--- src/rtl/crc_pkg.sv ---
`default_nettype none
// ============================================================================
// Module      : crc_pkg
// Description : Shared constants, FSM state type and bit-reflection helpers
//               for the streaming CRC engine.
// Revision    : 1.0 - initial release
// ============================================================================
package crc_pkg;

    localparam logic [15:0] CRC16_CCITT_POLY = 16'h1021;
    localparam logic [15:0] CRC16_IBM_POLY   = 16'h8005;
    localparam logic [31:0] CRC32_POLY       = 32'h04C11DB7;

    typedef enum logic [1:0] {
        IDLE   = 2'd0,
        ACCUM  = 2'd1,
        RESULT = 2'd2
    } crc_state_e;

    function automatic logic [7:0] reflect8(input logic [7:0] v);
        logic [7:0] r;
        for (int i = 0; i < 8; i++) begin
            r[i] = v[7-i];
        end
        return r;
    endfunction

    // Reflects the low n bits of v; bits at and above n come back as zero.
    function automatic logic [31:0] reflectN(input logic [31:0] v, input int n);
        logic [31:0] r;
        r = '0;
        for (int i = 0; i < 32; i++) begin
            if (i < n) begin
                r[n-1-i] = v[i];
            end
        end
        return r;
    endfunction

endpackage : crc_pkg
`default_nettype wire

--- src/rtl/crc_stream_engine_step.sv ---
`default_nettype none
// ============================================================================
// Module      : crc_step
// Description : Combinational CRC update over one DATA_W-bit beat, fully
//               unrolled, MSB first (input bytes optionally reflected).
// Revision    : 1.0 - initial release
// ============================================================================
module crc_step
    import crc_pkg::*;
#(
    parameter int               DATA_W = 16,
    parameter int               CRC_W  = 16,
    parameter logic [CRC_W-1:0] POLY   = CRC_W'(CRC16_CCITT_POLY),
    parameter bit               REFIN  = 1'b0
)
(
    input  logic [CRC_W-1:0]  i_crc,
    input  logic [DATA_W-1:0] i_data,
    output logic [CRC_W-1:0]  o_crc
);

    logic [DATA_W-1:0] w_data;
    logic [CRC_W-1:0]  w_acc;
    logic              w_fb;

    generate
        if (REFIN) begin : g_refin
            for (genvar b = 0; b < DATA_W / 8; b++) begin : g_byte
                assign w_data[8*b +: 8] = reflect8(i_data[8*b +: 8]);
            end
        end else begin : g_norefin
            assign w_data = i_data;
        end
    endgenerate

    always_comb begin
        w_acc = i_crc;
        w_fb  = 1'b0;
        for (int i = DATA_W - 1; i >= 0; i--) begin
            w_fb  = w_acc[CRC_W-1] ^ w_data[i];
            w_acc = {w_acc[CRC_W-2:0], 1'b0} ^ (w_fb ? POLY : '0);
        end
        o_crc = w_acc;
    end

endmodule : crc_step
`default_nettype wire

--- src/rtl/crc_stream_engine.sv ---
`default_nettype none
// ============================================================================
// Module      : crc_stream_engine
// Description : Framed streaming CRC engine with valid/ready on both sides,
//               one beat per clock and a held per-frame result.
// Revision    : 1.0 - initial release
// ============================================================================
module crc_stream_engine
    import crc_pkg::*;
#(
    parameter int               DATA_W = 16,
    parameter int               CRC_W  = 16,
    parameter logic [CRC_W-1:0] POLY   = CRC_W'(CRC16_CCITT_POLY),
    parameter logic [CRC_W-1:0] INIT   = {CRC_W{1'b1}},
    parameter bit               REFIN  = 1'b0,
    parameter bit               REFOUT = 1'b0,
    parameter logic [CRC_W-1:0] XOROUT = '0
)
(
    input  logic              clk,
    input  logic              reset,
    input  logic              clear,
    input  logic              s_valid,
    output logic              s_ready,
    input  logic [DATA_W-1:0] s_data,
    input  logic              s_first,
    input  logic              s_last,
    output logic              m_valid,
    input  logic              m_ready,
    output logic [CRC_W-1:0]  m_crc,
    output logic [15:0]       m_beats,
    output logic [CRC_W-1:0]  crc_run,
    output logic              frame_abort
);

    crc_state_e        r_state;
    crc_state_e        w_next;
    logic [CRC_W-1:0]  r_crc;
    logic [15:0]       r_cnt;
    logic              r_mvalid;
    logic [CRC_W-1:0]  r_mcrc;
    logic [15:0]       r_mbeats;
    logic              r_abort;

    logic              w_accept;
    logic              w_from_init;
    logic              w_restart;
    logic              w_result_take;
    logic [CRC_W-1:0]  w_base;
    logic [CRC_W-1:0]  w_step;
    logic [CRC_W-1:0]  w_out;
    logic [CRC_W-1:0]  w_final;
    logic [15:0]       w_cnt_next;

    assign s_ready       = (r_state != RESULT);
    assign w_accept      = s_valid && s_ready && !clear;
    assign w_from_init   = (r_state == IDLE) || s_first;
    assign w_restart     = (r_state == ACCUM) && s_first;
    assign w_result_take = (r_state == RESULT) && m_ready;
    assign w_base        = w_from_init ? INIT : r_crc;
    assign w_cnt_next    = w_from_init          ? 16'd1 :
                           (r_cnt == 16'hFFFF)  ? r_cnt : r_cnt + 16'd1;

    crc_step #(
        .DATA_W (DATA_W),
        .CRC_W  (CRC_W),
        .POLY   (POLY),
        .REFIN  (REFIN)
    ) u_step (
        .i_crc  (w_base),
        .i_data (s_data),
        .o_crc  (w_step)
    );

    assign w_out   = REFOUT ? CRC_W'(reflectN(32'(w_step), CRC_W)) : w_step;
    assign w_final = w_out ^ XOROUT;

    always_comb begin
        w_next = r_state;
        case (r_state)
            IDLE, ACCUM: begin
                if (w_accept) begin
                    w_next = s_last ? RESULT : ACCUM;
                end
            end
            RESULT: begin
                if (m_ready) begin
                    w_next = IDLE;
                end
            end
            default: w_next = IDLE;
        endcase
        if (clear) begin
            w_next = IDLE;
        end
    end

    always_ff @(posedge clk or negedge reset) begin
        if (!reset) begin
            r_state <= IDLE;
        end else begin
            r_state <= w_next;
        end
    end

    always_ff @(posedge clk or negedge reset) begin
        if (!reset) begin
            r_crc    <= INIT;
            r_cnt    <= '0;
            r_mvalid <= 1'b0;
            r_mcrc   <= '0;
            r_mbeats <= '0;
            r_abort  <= 1'b0;
        end else begin
            r_abort <= 1'b0;
            if (clear) begin
                // Any beat presented alongside clear is dropped.
                r_crc    <= INIT;
                r_cnt    <= '0;
                r_mvalid <= 1'b0;
                r_abort  <= (r_state != IDLE);
            end else if (w_accept) begin
                r_crc   <= w_step;
                r_cnt   <= w_cnt_next;
                r_abort <= w_restart;
                if (s_last) begin
                    r_mvalid <= 1'b1;
                    r_mcrc   <= w_final;
                    r_mbeats <= w_cnt_next;
                end
            end else if (w_result_take) begin
                r_mvalid <= 1'b0;
                r_crc    <= INIT;
                r_cnt    <= '0;
            end
        end
    end

    assign m_valid     = r_mvalid;
    assign m_crc       = r_mcrc;
    assign m_beats     = r_mbeats;
    assign crc_run     = r_crc;
    assign frame_abort = r_abort;

endmodule : crc_stream_engine
`default_nettype wire

--- config.mk ---
export PLATFORM = sky130hd
export DESIGN_NAME = crc_stream_engine
export DESIGN_NICKNAME = d
export VERILOG_FILES = /design/src/rtl/crc_pkg.sv /design/src/rtl/crc_stream_engine_step.sv /design/src/rtl/crc_stream_engine.sv
export SDC_FILE = /design/constraint.sdc
export NUM_CORES = 1
export LEC_CHECK = 0
export CORE_UTILIZATION = 47
export DETAILED_ROUTE_END_ITERATION = 16
export GPL_TIMING_DRIVEN = 0
export PLACE_DENSITY = 0.81
export SYNTH_ARGS = -nofsm -noshare
export SYNTH_HDL_FRONTEND = slang
export SYNTH_SLANG_ARGS = --single-unit
export TNS_END_PERCENT = 50
--- constraint.sdc ---
create_clock -name clk -period 2.05 [get_ports clk]
set_input_delay 0.3075 -clock clk [delete_from_list [all_inputs] [get_ports clk]]
set_output_delay 0.3075 -clock clk [all_outputs]
set_load 0.01 [all_outputs]
==> impl_metrics.tcl <==
set metrics [dict create \
    r2r-end "m_crc[15]$_DFFE_PN0P_" \
    cp-end-kind "flop" \
    grt_use_total_pct 24.43 \
    syn_nets 393 \
    yosys.area.top_type "dfrtp_1" \
    pwr-share-comb_pct 36.2 \
    ys_warn_count 0 \
    final_util_pct 69.85 \
    final_nets 496 \
    dp.cells 540 \
    pwr-share-clk_pct 28.1 \
    setup_viol 31 \
    routedWlPerCell_um 17.79 \
    p_sw_w 0.001572 \
    worstRegToRegCells 8 \
    clk_latency_ns 0.36 \
    tritoncts "built" \
    diodes 0 \
    drc 0 \
    r2r_start "r_state[1]$_DFFE_PN0P_" \
    post-place-ws_ns -0.9467 \
    avgSynthCellArea_um2 9.891 \
    routed-via-count 3223 \
    leakage_nw 2.175 \
    die-area_um2 8122 \
    cp_data_arrival_time_ns 2.63 \
    worst-endpoint-required_ns 2.33 \
    synth_seq_cells 68 \
    drt-initial-drc-count 174 \
    cts.sinks 68 \
    ir_drop_v 0.0006388 \
    multiInputGateArea_um2 2054 \
    nFillCells 527 \
    critPathCapture "crc_run[6]$_DFFE_PN1P_" \
    regArea_um2 1723 \
    critPathLaunch "s_first" \
    violations "setup timing" \
    swShare_pct 31.48 \
    seqPwrFrac_pct 35.8 \
    dr.pass1.iters 5 \
    synth_edf_count 0 \
    r2r_setup_slack_ns -0.29 \
    start_util_pct 49.52 \
    fin_cells 576 \
    criticalPathCategory "in2reg" \
    worstHoldPathType "in2async" \
    cts_root_buf "clkbuf_8" \
    netlist_area_um2 3650 \
    max_freq_ghz 0.4253 \
    status "finished with violations" \
    coreArea_um2 7370 \
    routed_via_density 5.595 \
    routed_wl_mm 10.25 \
    min_period_ns 2.351 \
    synth_top_area_share_pct 35.65 \
    drive_above_1_share_pct 23.90 \
    startpoint_type "primary input" \
    grt_start_max_net_pins 69 \
    max-cap-violations 0 \
    die_w_um 90.12 \
    yosys-top-cells-area "dfrtp_1, dfstp_2, xnor2_1" \
    skew_ns 0.008943 \
    postCtsHoldBufs 0 \
    ys_seq_area_share_pct 47.17 \
    drv_slew 0 \
    antenna_found_initial 0 \
    fp.dieH_um 90.12 \
    powerDensity_nw_per_um2 969.9 \
    synthCells 369 \
    synth_cell_types 42 \
    grt_pass1_vias 3189 \
    area_delta_synth_final_pct 41.04 \
    slew_headroom_pct 41.44 \
    hpwl_mm 6.302 \
    clk_pin_slew_ns 0.08 \
    p_int_w 0.003421 \
    antenna_left 0 \
    final_hold_viol_count 0 \
    clockBufferDepth 2 \
    tightest_slew_ns 0.8784 \
    rows 31 \
    setup_ws_ns -0.3011 \
    ys_async_sr_fraction_pct 100.0 \
    worst-path-max-fanout 10 \
    fin_crit_sh_pct 114.7 \
    gp_congestion 0.8530 \
    ioPinCount 74 \
    cts-htree-levels 3 \
    rsz0062_at_grt "yes" \
    cts_inserted_buffers 9 \
    whs_ns 0.06788 \
    grt_pass1_wl_mm 15.49 \
    grt_overflow 0 \
    synthFlopType "dfrtp_1" \
    portBuffers 72 \
]
[cell usage after synthesis, types with 2 or more instances]
library cell and count:
dfrtp_1 52, xnor2_2 6, xnor3_1 2, clkbuf_1 18, a22o_1 2, o31ai_1 6, and4_1 2, a21o_1 2
inv_1 5, xor2_1 16, o21ai_0 34, and3_1 8, o21ai_1 2, o22a_1 11, dfstp_2 16, xnor2_1 29
nor2_2 3, nor2_1 29, and2_1 3, xnor2_4 4, mux2_2 2, a21oi_1 20, xnor3_2 2, nand4_1 5
or3_1 2, nand2_1 64, nand3_1 9
[power by group through the flow]
stage               clock network, W  registers (W)  logic, W
floorplan                          0        0.00186  0.000670
global placement                   0        0.00178   0.00139
detailed placement                 0        0.00178   0.00141
CTS                          0.00139        0.00177   0.00163
global route                 0.00146        0.00180   0.00189
finish                       0.00140        0.00179   0.00180
[cell families after synthesis]
group | after synthesis | share of synthesized area, %
adders and majority gates | 1 | 0.3428
xor gates and xnor gates | 59 | 19.03
DFF | 68 | 47.17
buffers and inverters | 25 | 2.811
and+or+nand+nor | 129 | 15.63
AOI/OAI and AO/OA | 84 | 14.12
muxes | 3 | 0.8913
[placed cells by master (no fill, tap or decap), types with 2 or more instances in the layout]
cell and n:
a21o_1 2, mux2_4 2, clkbuf_1 9, clkdlybuf4s50_1 71, xnor2_4 7, a21oi_1 19
nor2_4 2, xor2_2 3, and2_1 3, o31ai_1 6, clkbuf_2 6, nand2_1 64
o21ai_0 33, buf_6 3, xor2_1 13, xnor2_2 17, o21ai_1 3, and3_1 7
xnor2_1 15, xnor3_2 4, dfrtp_1 51, nand3_1 9, nor2_1 23, bufinv_16 3
nor2_2 7, and4_1 2, clkbuf_8 10, o22a_1 11, nand4_1 5, dfstp_2 16
a22o_1 2, inv_1 5, buf_4 22, or3_1 2
[registers in the layout, indices dropped and copies added (netlist names)]
name,flops
m_valid,1
r_cnt,16
crc_run,16
frame_abort,1
m_beats,16
m_crc,16
r_state,2
[through the flow]
| stage | total power, W | setup TNS, ns | instance area [µm²] |
|---|---|---|---|
| final | 0.004992 | -5.831 | 5147 |
| after global routing | 0.005157 | -8.554 | 5147 |
| after CTS | 0.004783 | -4.704 | 4966 |
| after detailed placement | 0.003194 | -27.90 | 4502 |
| after global placement | 0.003172 | -120.77 | 4504 |
| after floorplan | 0.002528 | -0.4104 | 3660 |
[critical path: stages]
cell and delay [ns]:
clkdlybuf4s50_1 0.44, o21bai_4 0.22, buf_6 0.16, buf_6 0.15, nor2_1 0.21, xnor2_2 0.12, xnor2_1 0.49, xnor2_4 0.17
xnor2_2 0.17, a21oi_1 0.18
[what timing repair did]
item,CTS,global route
resized for setup,26,29
gates cloned,1,0
buffers inserted,11,9
pin swaps,15,12
setup endpoints to repair,50,57
[final cells by class]
cell class	count	share of cell area [%]
Sequential cell	68	33.47
Inverter	5	0.3646
Timing Repair Buffer	93	17.09
Clock inverter	6	2.163
Buffer	19	1.920
Clock buffer	10	2.674
Multi-Input combinational cell	276	39.91
Tap cell	99	2.406
[layer usage]
| metal | vias to the layer above | part of all wire (%) | GRT usage [%] |
|---|---|---|---|
| met5 | - | 0 | 0 |
| met3 | 25 | 5.9 | 4.061 |
| li1 | 1461 | - | - |
| met2 | 154 | 52 | 41.92 |
| met4 | 0 | 2.5 | 12.90 |
| met1 | 1583 | 40 | 29.40 |
[worst min path at each step]
stage                                         to  slack, ns
final                     m_beats[2]$_DFFE_PN0P_       0.07
after global placement    m_beats[4]$_DFFE_PN0P_       0.46
after CTS                   r_cnt[3]$_DFFE_PN0P_       0.11
after detailed placement   m_crc[10]$_DFFE_PN0P_       0.46
after floorplan            frame_abort$_DFF_PN0_       0.01
after global routing      m_beats[1]$_DFFE_PN0P_       0.12
Power figures use the tool's default switching activity.
